### src/rtl/chacha_mem_pkg.sv
// Shared types and defaults for the ChaCha20 data-memory fetch block.
package chacha_mem_pkg;

  localparam int unsigned ADDR_W_DEF     = 14;
  localparam int unsigned MAX_WORDS_DEF  = 16;
  localparam int unsigned BYTES_PER_WORD = 4;

  typedef enum logic [1:0] {
    IDLE,
    READ,
    DRAIN,
    FIN
  } state_t;

endpackage

### src/rtl/chacha_word_packer.sv
// Packs captured read bytes into 32-bit words and holds them in a valid/ready output register.
// CHACHA_FETCH_BSWAP_EN selects big-endian lane placement; default is little-endian.
module chacha_word_packer
  import chacha_mem_pkg::*;
(
  input  logic        clk,
  input  logic        reset_n,
  input  logic        clear,
  input  logic        accept,
  input  logic        last_byte,
  input  logic [7:0]  rd_data,
  input  logic        word_ready,
  output logic [31:0] word_data,
  output logic        word_valid,
  output logic        word_last,
  output logic        issue_ok_c
);

  logic [1:0]  issue_lane;
  logic [1:0]  cap_lane;
  logic [1:0]  cap_pos_c;
  logic [1:0]  next_lane_c;
  logic        cap_valid;
  logic        cap_last;
  logic [31:0] sr;
  logic        sr_full;
  logic        sr_last;
  logic        out_free_c;

`ifdef CHACHA_FETCH_BSWAP_EN
  assign cap_pos_c = 2'd3 - cap_lane;
`else
  assign cap_pos_c = cap_lane;
`endif

  // Byte 3 may only be requested if its word is guaranteed a free output slot on arrival.
  assign next_lane_c = accept ? issue_lane + 2'd1 : issue_lane;
  assign out_free_c  = !sr_full && !(cap_valid && (cap_lane == 2'd3)) &&
                       (!word_valid || word_ready);
  assign issue_ok_c  = (next_lane_c != 2'd3) || out_free_c;

  always_ff @(posedge clk or negedge reset_n) begin
    if (!reset_n) begin
      issue_lane <= 2'd0;
      cap_lane   <= 2'd0;
      cap_valid  <= 1'b0;
      cap_last   <= 1'b0;
      sr         <= 32'd0;
      sr_full    <= 1'b0;
      sr_last    <= 1'b0;
      word_data  <= 32'd0;
      word_valid <= 1'b0;
      word_last  <= 1'b0;
    end else begin
      if (clear) begin
        issue_lane <= 2'd0;
      end else if (accept) begin
        issue_lane <= issue_lane + 2'd1;
      end
      cap_valid <= accept;
      cap_lane  <= issue_lane;
      cap_last  <= accept && last_byte;
      if (cap_valid) begin
        sr[{cap_pos_c, 3'b000} +: 8] <= rd_data;
      end
      sr_full <= cap_valid && (cap_lane == 2'd3);
      sr_last <= cap_valid && cap_last;
      if (sr_full) begin
        word_data  <= sr;
        word_valid <= 1'b1;
        word_last  <= sr_last;
      end else if (word_ready) begin
        word_valid <= 1'b0;
        word_last  <= 1'b0;
      end
    end
  end

endmodule

### src/rtl/chacha_mem_fetch.sv
// Avalon-MM byte read master feeding 32-bit words to the ChaCha20 core.
// Optional CHACHA_FETCH_BSWAP_EN (in chacha_word_packer) selects big-endian packing.
module chacha_mem_fetch
  import chacha_mem_pkg::*;
#(
  parameter int unsigned ADDR_W    = ADDR_W_DEF,
  parameter int unsigned MAX_WORDS = MAX_WORDS_DEF
) (
  input  logic              clk,
  input  logic              reset_n,
  input  logic              start,
  input  logic [ADDR_W-1:0] base_addr,
  input  logic [4:0]        num_words,
  output logic              busy,
  output logic              done,
  output logic [ADDR_W-1:0] avm_address,
  output logic              avm_chipselect,
  output logic              avm_read,
  input  logic              avm_waitrequest,
  input  logic [7:0]        avm_readdata,
  output logic [31:0]       word_data,
  output logic              word_valid,
  input  logic              word_ready,
  output logic              word_last
);

  localparam int unsigned CNT_W = $clog2(MAX_WORDS * BYTES_PER_WORD + 1);

  state_t             state, state_next;
  logic [CNT_W-1:0]   bytes_left, bytes_left_next;
  logic [ADDR_W-1:0]  addr_next;
  logic               rd_next;
  logic               busy_next;
  logic               done_next;
  logic               zero_q, zero_next;
  logic               accept_c;
  logic               issue_ok_c;
  logic               last_hs_c;
  logic               launch_c;
  logic [4:0]         words_c;

  assign accept_c  = avm_read && !avm_waitrequest;
  assign words_c   = (num_words > 5'(MAX_WORDS)) ? 5'(MAX_WORDS) : num_words;
  assign last_hs_c = word_valid && word_ready && word_last;
  assign launch_c  = (state == IDLE) && start && (words_c != 5'd0);

  // Next-state, address counter and request generation.
  always_comb begin
    state_next      = state;
    bytes_left_next = bytes_left;
    addr_next       = avm_address;
    rd_next         = 1'b0;
    zero_next       = zero_q;
    case (state)
      IDLE: begin
        if (start) begin
          if (words_c == 5'd0) begin
            state_next = FIN;
            zero_next  = 1'b1;
          end else begin
            state_next      = READ;
            addr_next       = base_addr;
            bytes_left_next = CNT_W'(words_c) * CNT_W'(BYTES_PER_WORD);
            rd_next         = 1'b1;
          end
        end
      end
      READ: begin
        if (accept_c) begin
          addr_next       = avm_address + ADDR_W'(1);
          bytes_left_next = bytes_left - CNT_W'(1);
        end
        if (avm_read && avm_waitrequest) begin
          rd_next = 1'b1;
        end else begin
          rd_next = (bytes_left_next != '0) && issue_ok_c;
        end
        if (bytes_left_next == '0) begin
          state_next = DRAIN;
        end
      end
      DRAIN: begin
        if (last_hs_c) begin
          state_next = FIN;
        end
      end
      FIN: begin
        zero_next  = 1'b0;
        state_next = zero_q ? FIN : IDLE;
      end
      default: state_next = IDLE;
    endcase
    busy_next = (state_next != IDLE);
    done_next = (state_next == FIN) && (state != IDLE);
  end

  always_ff @(posedge clk or negedge reset_n) begin
    if (!reset_n) begin
      state          <= IDLE;
      bytes_left     <= '0;
      avm_address    <= '0;
      avm_read       <= 1'b0;
      avm_chipselect <= 1'b0;
      busy           <= 1'b0;
      done           <= 1'b0;
      zero_q         <= 1'b0;
    end else begin
      state          <= state_next;
      bytes_left     <= bytes_left_next;
      avm_address    <= addr_next;
      avm_read       <= rd_next;
      avm_chipselect <= rd_next;
      busy           <= busy_next;
      done           <= done_next;
      zero_q         <= zero_next;
    end
  end

  chacha_word_packer u_packer (
    .clk        (clk),
    .reset_n    (reset_n),
    .clear      (launch_c),
    .accept     (accept_c),
    .last_byte  (bytes_left == CNT_W'(1)),
    .rd_data    (avm_readdata),
    .word_ready (word_ready),
    .word_data  (word_data),
    .word_valid (word_valid),
    .word_last  (word_last),
    .issue_ok_c (issue_ok_c)
  );

endmodule

### config.mk
export PLATFORM = sky130hd
export DESIGN_NAME = chacha_mem_fetch
export DESIGN_NICKNAME = d
export VERILOG_FILES = /design/src/rtl/chacha_mem_pkg.sv /design/src/rtl/chacha_word_packer.sv /design/src/rtl/chacha_mem_fetch.sv
export SDC_FILE = /design/constraint.sdc
export NUM_CORES = 1
export LEC_CHECK = 0
export CAP_MARGIN = 20
export CELL_PAD_IN_SITES_DETAIL_PLACEMENT = 1
export CELL_PAD_IN_SITES_GLOBAL_PLACEMENT = 2
export CORE_AREA = 5 5 87 169
export DETAILED_ROUTE_END_ITERATION = 6
export DIE_AREA = 0 0 92 174
export DONT_BUFFER_PORTS = 1
export PLACE_DENSITY = 0.66
export SYNTH_ARGS = -nofsm -noshare
export SYNTH_HDL_FRONTEND = slang
export SYNTH_SLANG_ARGS = --single-unit
export TNS_END_PERCENT = 100
### constraint.sdc
create_clock -name clk -period 2.5 [get_ports clk]
set_input_delay 0.5 -clock clk [delete_from_list [all_inputs] [get_ports clk]]
set_output_delay 0.5 -clock clk [all_outputs]
set_load 0.005 [all_outputs]
### After elaboration in Yosys (flattened, before gate mapping)

Cells that the tools add are included.

* register bits: 101
* input port bits: 32
* word-level logic and storage cells: 96

* $add $sub $neg: 4
* magnitude comparators: 1
* equal/unequal tests: 11
* shift operators: 2
* mux-type cells: 29
* reductions and logical operators: 32

Operators by type and width (number)
* $mux W14: 3
* $bwmux W32: 1
* $shift A8 B7 Y32 const A: 1
* $shiftx A8 B7 Y32: 1
* $mux W7: 4
* $pmux W14 S2: 1
* $add A14 B1 Y14 const B: 1
* $mux W2: 7
* $pmux W7 S2: 1
* $logic_and A1 B1 Y1: 13
* $reduce_bool A2 Y1: 5
* $eq A2 B2 Y1 const B: 4
* $mux W1: 8
* $pmux W2 S4: 1
* $eq A7 B1 Y1 const B: 1
* $logic_not A7 Y1: 1
* $neg A5 Y7: 1
* $reduce_bool A7 Y1: 1
* $sub A7 B1 Y7 const B: 1
* $ne A2 B2 Y1 const B: 3
* $reduce_and A3 Y1: 2
* $gt A5 B5 Y1 const B: 1
* $logic_not A5 Y1: 1
* $mux W5: 1
* other kinds (9): 15

### Depth between registers and ports, before layout

* depth after elaboration: 9
* mapped depth: 7
* depth with buffers taken out: 7

### Cells and area by module

Synthesis repeated with hierarchy kept, for this count alone.

* cell total of the unflattened synthesis: 393
* area total of the unflattened synthesis: 4558.1 µm²

Modules (own cells, without submodules)
* chacha_word_packer: instances 1, cells each 192, area an instance 2872.8 µm², seq. area each 1851.8 µm²
* chacha_mem_fetch: instances 1, cells each 201, area an instance 1685.4 µm², seq. area each 675.6 µm²

### Least setup slack after synthesis

OpenSTA, ideal clock, no wires.

* path type: input port to flip-flop
* from: in num_words[0]
* to: reg avm_address[11]
* arrival: 1.598 ns
* required time: 2.377 ns
* path slack: 0.779 ns
* stages on the path: 6
* buffers on the path: 1
* cells stage by stage: or3_4 -> o311ai_4 -> a21o_4 -> buf_12 -> a21oi_1 -> a2bb2oi_1

* word-level cells in the longest chain between the ends: 5

Ends and longest elaborated chain
* from (decl): RTL line chacha_mem_fetch.sv:13 `input logic [4:0] num_words,`
* $gt A5 B5 Y1: RTL line chacha_mem_fetch.sv:43 `assign words_c = (num_words > 5'(MAX_WORDS)) ? 5'(MAX_WORDS) : num_words;`
* $mux W5 (*): RTL line chacha_mem_fetch.sv:43
* $logic_not A5 Y1 (*): RTL line chacha_mem_fetch.sv:57 `if (words_c == 5'd0) begin`
* $ne A2 B2 Y1 (no source line) (*)
* $reduce_and A4 Y1 (no source line) (*)
* to (signal assigned): RTL line chacha_mem_fetch.sv:110 `avm_address <= addr_next;`
* to (decl): RTL line chacha_mem_fetch.sv:16 `output logic [ADDR_W-1:0] avm_address,`

Mark *: on every way between the ends. The rest lies on a longest branch, timed or not.
A chain may end at the register's enable or synchronous reset.

### Worst setup path after layout

* from: reg avm_read
* to: reg avm_read

* word-level cells in the longest chain between the ends: 7
* elaborated cells between the ends (all ways): 11

Ends and longest elaborated chain
* from (decl): RTL line chacha_mem_fetch.sv:18 `output logic avm_read,`
* from (signal assigned): RTL line chacha_mem_fetch.sv:111 `avm_read <= rd_next;`
* $logic_and A1 B1 Y1: RTL line chacha_mem_fetch.sv:42 `assign accept_c = avm_read && !avm_waitrequest;`
* $mux W7 or $mux W2 (tied branches)
* $mux W7 or $ne A2 B2 Y1 (tied branches): RTL line chacha_mem_fetch.sv:54, chacha_word_packer.sv:40
* $reduce_bool A7 Y1 or $logic_or A1 B1 Y1 (tied branches): RTL line chacha_mem_fetch.sv:76, chacha_word_packer.sv:40
* $logic_and A1 B1 Y1: RTL line chacha_mem_fetch.sv:76 `rd_next = (bytes_left_next != '0) && issue_ok_c;`
* $mux W1 (*): RTL line chacha_mem_fetch.sv:73 `if (avm_read && avm_waitrequest) begin`
* $pmux W1 S2 (*): RTL line chacha_mem_fetch.sv:54 `case (state)`
* via rd_next: RTL line chacha_mem_fetch.sv:32 `logic rd_next;`

Mark *: on every way through the listed nets, which the timed path passes. The rest lies on a longest branch. The select of a mux whose other input is x is not followed.

==> results_dict.tcl <==
set metrics [dict create \
    grt_max_degree 102 \
    cts_tree "yes" \
    status "finished with violations" \
    overflow 0 \
    ctsRootBufferMaster "clkbuf_16" \
    n_antenna_cell 0 \
    io_buffer_count 0 \
    via_per_inst 5.71 \
    start_util_pct 33.6 \
    htree_levels 3 \
    dp_hpwl_um 8860 \
    ys_warn_count 0 \
    layout-drive-gt1-share_pct 20.2 \
    start_kind "flop" \
    clock-skew-final_ns 0.0164 \
    syn_nets 410 \
    synth_cell_types 62 \
    gp_congestion 0.751 \
    drt_first_pass_iters 4 \
    vias 3064 \
    whs_ns -0.162 \
    syn_to_final_growth_pct 10.7 \
    cp_num_cells 5 \
    cap_violations 0 \
    finish.utilization_pct 37.1 \
    fp-row-count 60 \
    setup_viol 0 \
    slowest_stage "nor2b_1" \
    synth-async-reset-ratio_pct 100 \
    totalPowerFinal_mw 5.55 \
    drtIter0Drc 71 \
    grt_pass1_vias 3397 \
    fmax_mhz 503 \
    violations "hold timing" \
    tightest_slew_ns 0.659 \
    min_period_ns 1.99 \
    pin_count 84 \
    clock_latency_ns 0.36 \
    dieArea_um2 16000 \
    required_ns 2.72 \
    track_usage_pct 15.1 \
    crit_buf_inv 0 \
    path_cells "nor2b_1 > o2111ai_1 > o41a_1 > o41ai_2 > o21ai_0" \
    synth_edf_count 0 \
    slew_viol_final 0 \
    worst_slack_ns 0.511 \
    clock-sinks 101 \
    nNetsFinal 417 \
    coreArea_um2 13400 \
    worstPathArrival_ns 2.20 \
    routed_wl_um 11700 \
    crit_family "compound AO/OA/AOI/OAI gates" \
    cts_buffers 9 \
    avgSynthCellArea_um2 12.1 \
    ys_ff_latch 101 \
    crit_type "flop to flop" \
    ir_drop_v 0.000447 \
    slew_headroom_pct 56.0 \
    post_cts_buffers 0 \
    fin_setup_tns_ns 0 \
    rr_worst_depth 5 \
    clkTransAtPathRegs_ns 0.07 \
    endpoint_kind "flop" \
    cts_buffer_depth 2 \
    drc 0 \
    max_stage_delay_ns 0.55 \
    critPathMaxFanout 9 \
    worstHoldPathType "input port to asynchronous set/reset pin" \
    rsz0062_at_grt "false" \
    yosysSeqAreaShare_pct 56.4 \
    synth_flop_cell "dfrtp_1" \
    wl_per_cell_um 21.8 \
    drtAntennaViolNets 0 \
    p_per_area_nw_per_um2 1120 \
    fp.dieW_um 92 \
    syn_inst 370 \
    grt_pass1_wl_um 18800 \
    antenna_found_initial 0 \
    period_share_pct 79.6 \
    hold_violations 101 \
    p_leak_nw 2.23 \
    dp_slack_ns 0.318 \
    netlist_area_um2 4480 \
    ctsResizeCount 0 \
    die_h_um 174 \
]
==> layout make-up <==
class                      count  area [um2]
timing repair buffer          13        97.6
inverter                       9        33.8
fill                        1446        8400
multi-input combinational    243        1820
clock inverter                 6        55.1
clock buffer                  10         239
tap                          155         194
sequential                   101        2530
==> report_power, final <==
part	switching [mW]	internal, mW
registers	0.489	2.10
logic	0.852	0.723
clock network	0.664	0.722
total	2.00	3.55
==> cell usage after synthesis, types with 4 or more instances <==
cell       number  area share (%)
nand2b_1        4            0.56
mux2_2         32             8.0
o21ai_0        14             1.6
clkbuf_1        4            0.33
a2bb2oi_1       4            0.78
nor2_1         20             1.7
and3_1          4            0.56
nor3_1          4            0.45
inv_1           9            0.75
buf_2           6            0.67
o22ai_1         5            0.70
nand2_1        26             2.2
a22o_1         33             6.4
nand3_1        11             1.2
dfrtp_1       101              56
and2_1          4            0.56
ha_1            8             2.2
a21oi_1        19             2.1
==> kinds of logic after synthesis <==
kind of cell	share of synthesized area, %
compound gates	17.8
flops	56.4
simple gates	11.4
mux	8.26
buf+inv	3.12
fa+ha+maj	2.23
xor+xnor	0.781
==> flip-flops by register name (all words and copies together), names as in the netlist <==
| name | count |
|---|---|
| u_packer.sr | 32 |
| u_packer.word_data | 32 |
| avm_address | 14 |
| bytes_left | 7 |
| state | 2 |
| u_packer.cap_lane | 2 |
| u_packer.issue_lane | 2 |
| avm_read | 1 |
| busy | 1 |
| done | 1 |
| u_packer.cap_last | 1 |
| u_packer.cap_valid | 1 |
| u_packer.sr_full | 1 |
| u_packer.sr_last | 1 |
| u_packer.word_last | 1 |
| u_packer.word_valid | 1 |
| zero_q | 1 |
==> worst paths after layout <==
check                                       startpoint                   end  slack, ns
worst min-delay path                           reset_n        u_packer.sr[8]      -0.16
max in group asynchronous                      reset_n       u_packer.sr[29]       2.50
worst min register to register  u_packer.issue_lane[0]  u_packer.cap_lane[0]       0.44
min in group clk                       avm_readdata[0]        u_packer.sr[8]       0.28
worst max-delay path                          avm_read              avm_read       0.51
worst max register to register                avm_read              avm_read       0.51
==> per-stage QoR <==
| stage | cell area (um2) | cells |
|---|---|---|
| finish | 4960 | 537 |
| global placement | 4670 | 521 |
| floorplan | 4480 | 370 |
| CTS | 4960 | 537 |
| global route | 4960 | 537 |
| detailed placement | 4670 | 521 |
==> placed cells by master (no fill, tap or decap), types with 2 or more instances in the layout <==
| master | count |
|---|---|
| a21oi_2 | 3 |
| nand3b_1 | 2 |
| inv_8 | 2 |
| nand4_1 | 2 |
| a221oi_1 | 3 |
| nor2b_1 | 2 |
| o22ai_1 | 5 |
| and2_1 | 4 |
| a22oi_1 | 2 |
| and3_1 | 4 |
| nand2_1 | 26 |
| xor2_1 | 2 |
| dfrtp_1 | 101 |
| a2bb2oi_1 | 4 |
| a21oi_1 | 19 |
| o21ai_0 | 14 |
| a31oi_1 | 3 |
| clkinvlp_4 | 2 |
| inv_1 | 9 |
| nor4b_2 | 3 |
| xnor2_1 | 2 |
| o21ai_1 | 2 |
| clkbuf_16 | 9 |
| nand3_1 | 11 |
| nor2_1 | 20 |
| a22o_1 | 33 |
| mux2_2 | 32 |
| ha_1 | 8 |
| nor3_1 | 4 |
| buf_4 | 13 |
| nand2b_1 | 4 |
| o2bb2ai_1 | 2 |
==> layer usage <==
layer | global-route usage (%) | up-vias | part of all wire [%]
li1 | - | 1384 | -
met1 | 14.1 | 1580 | 34
met2 | 29.3 | 80 | 57
met3 | 4.46 | 20 | 5.4
met4 | 6.89 | 0 | 3.4
met5 | 0 | - | 0
(Power assumes the default switching activity.)
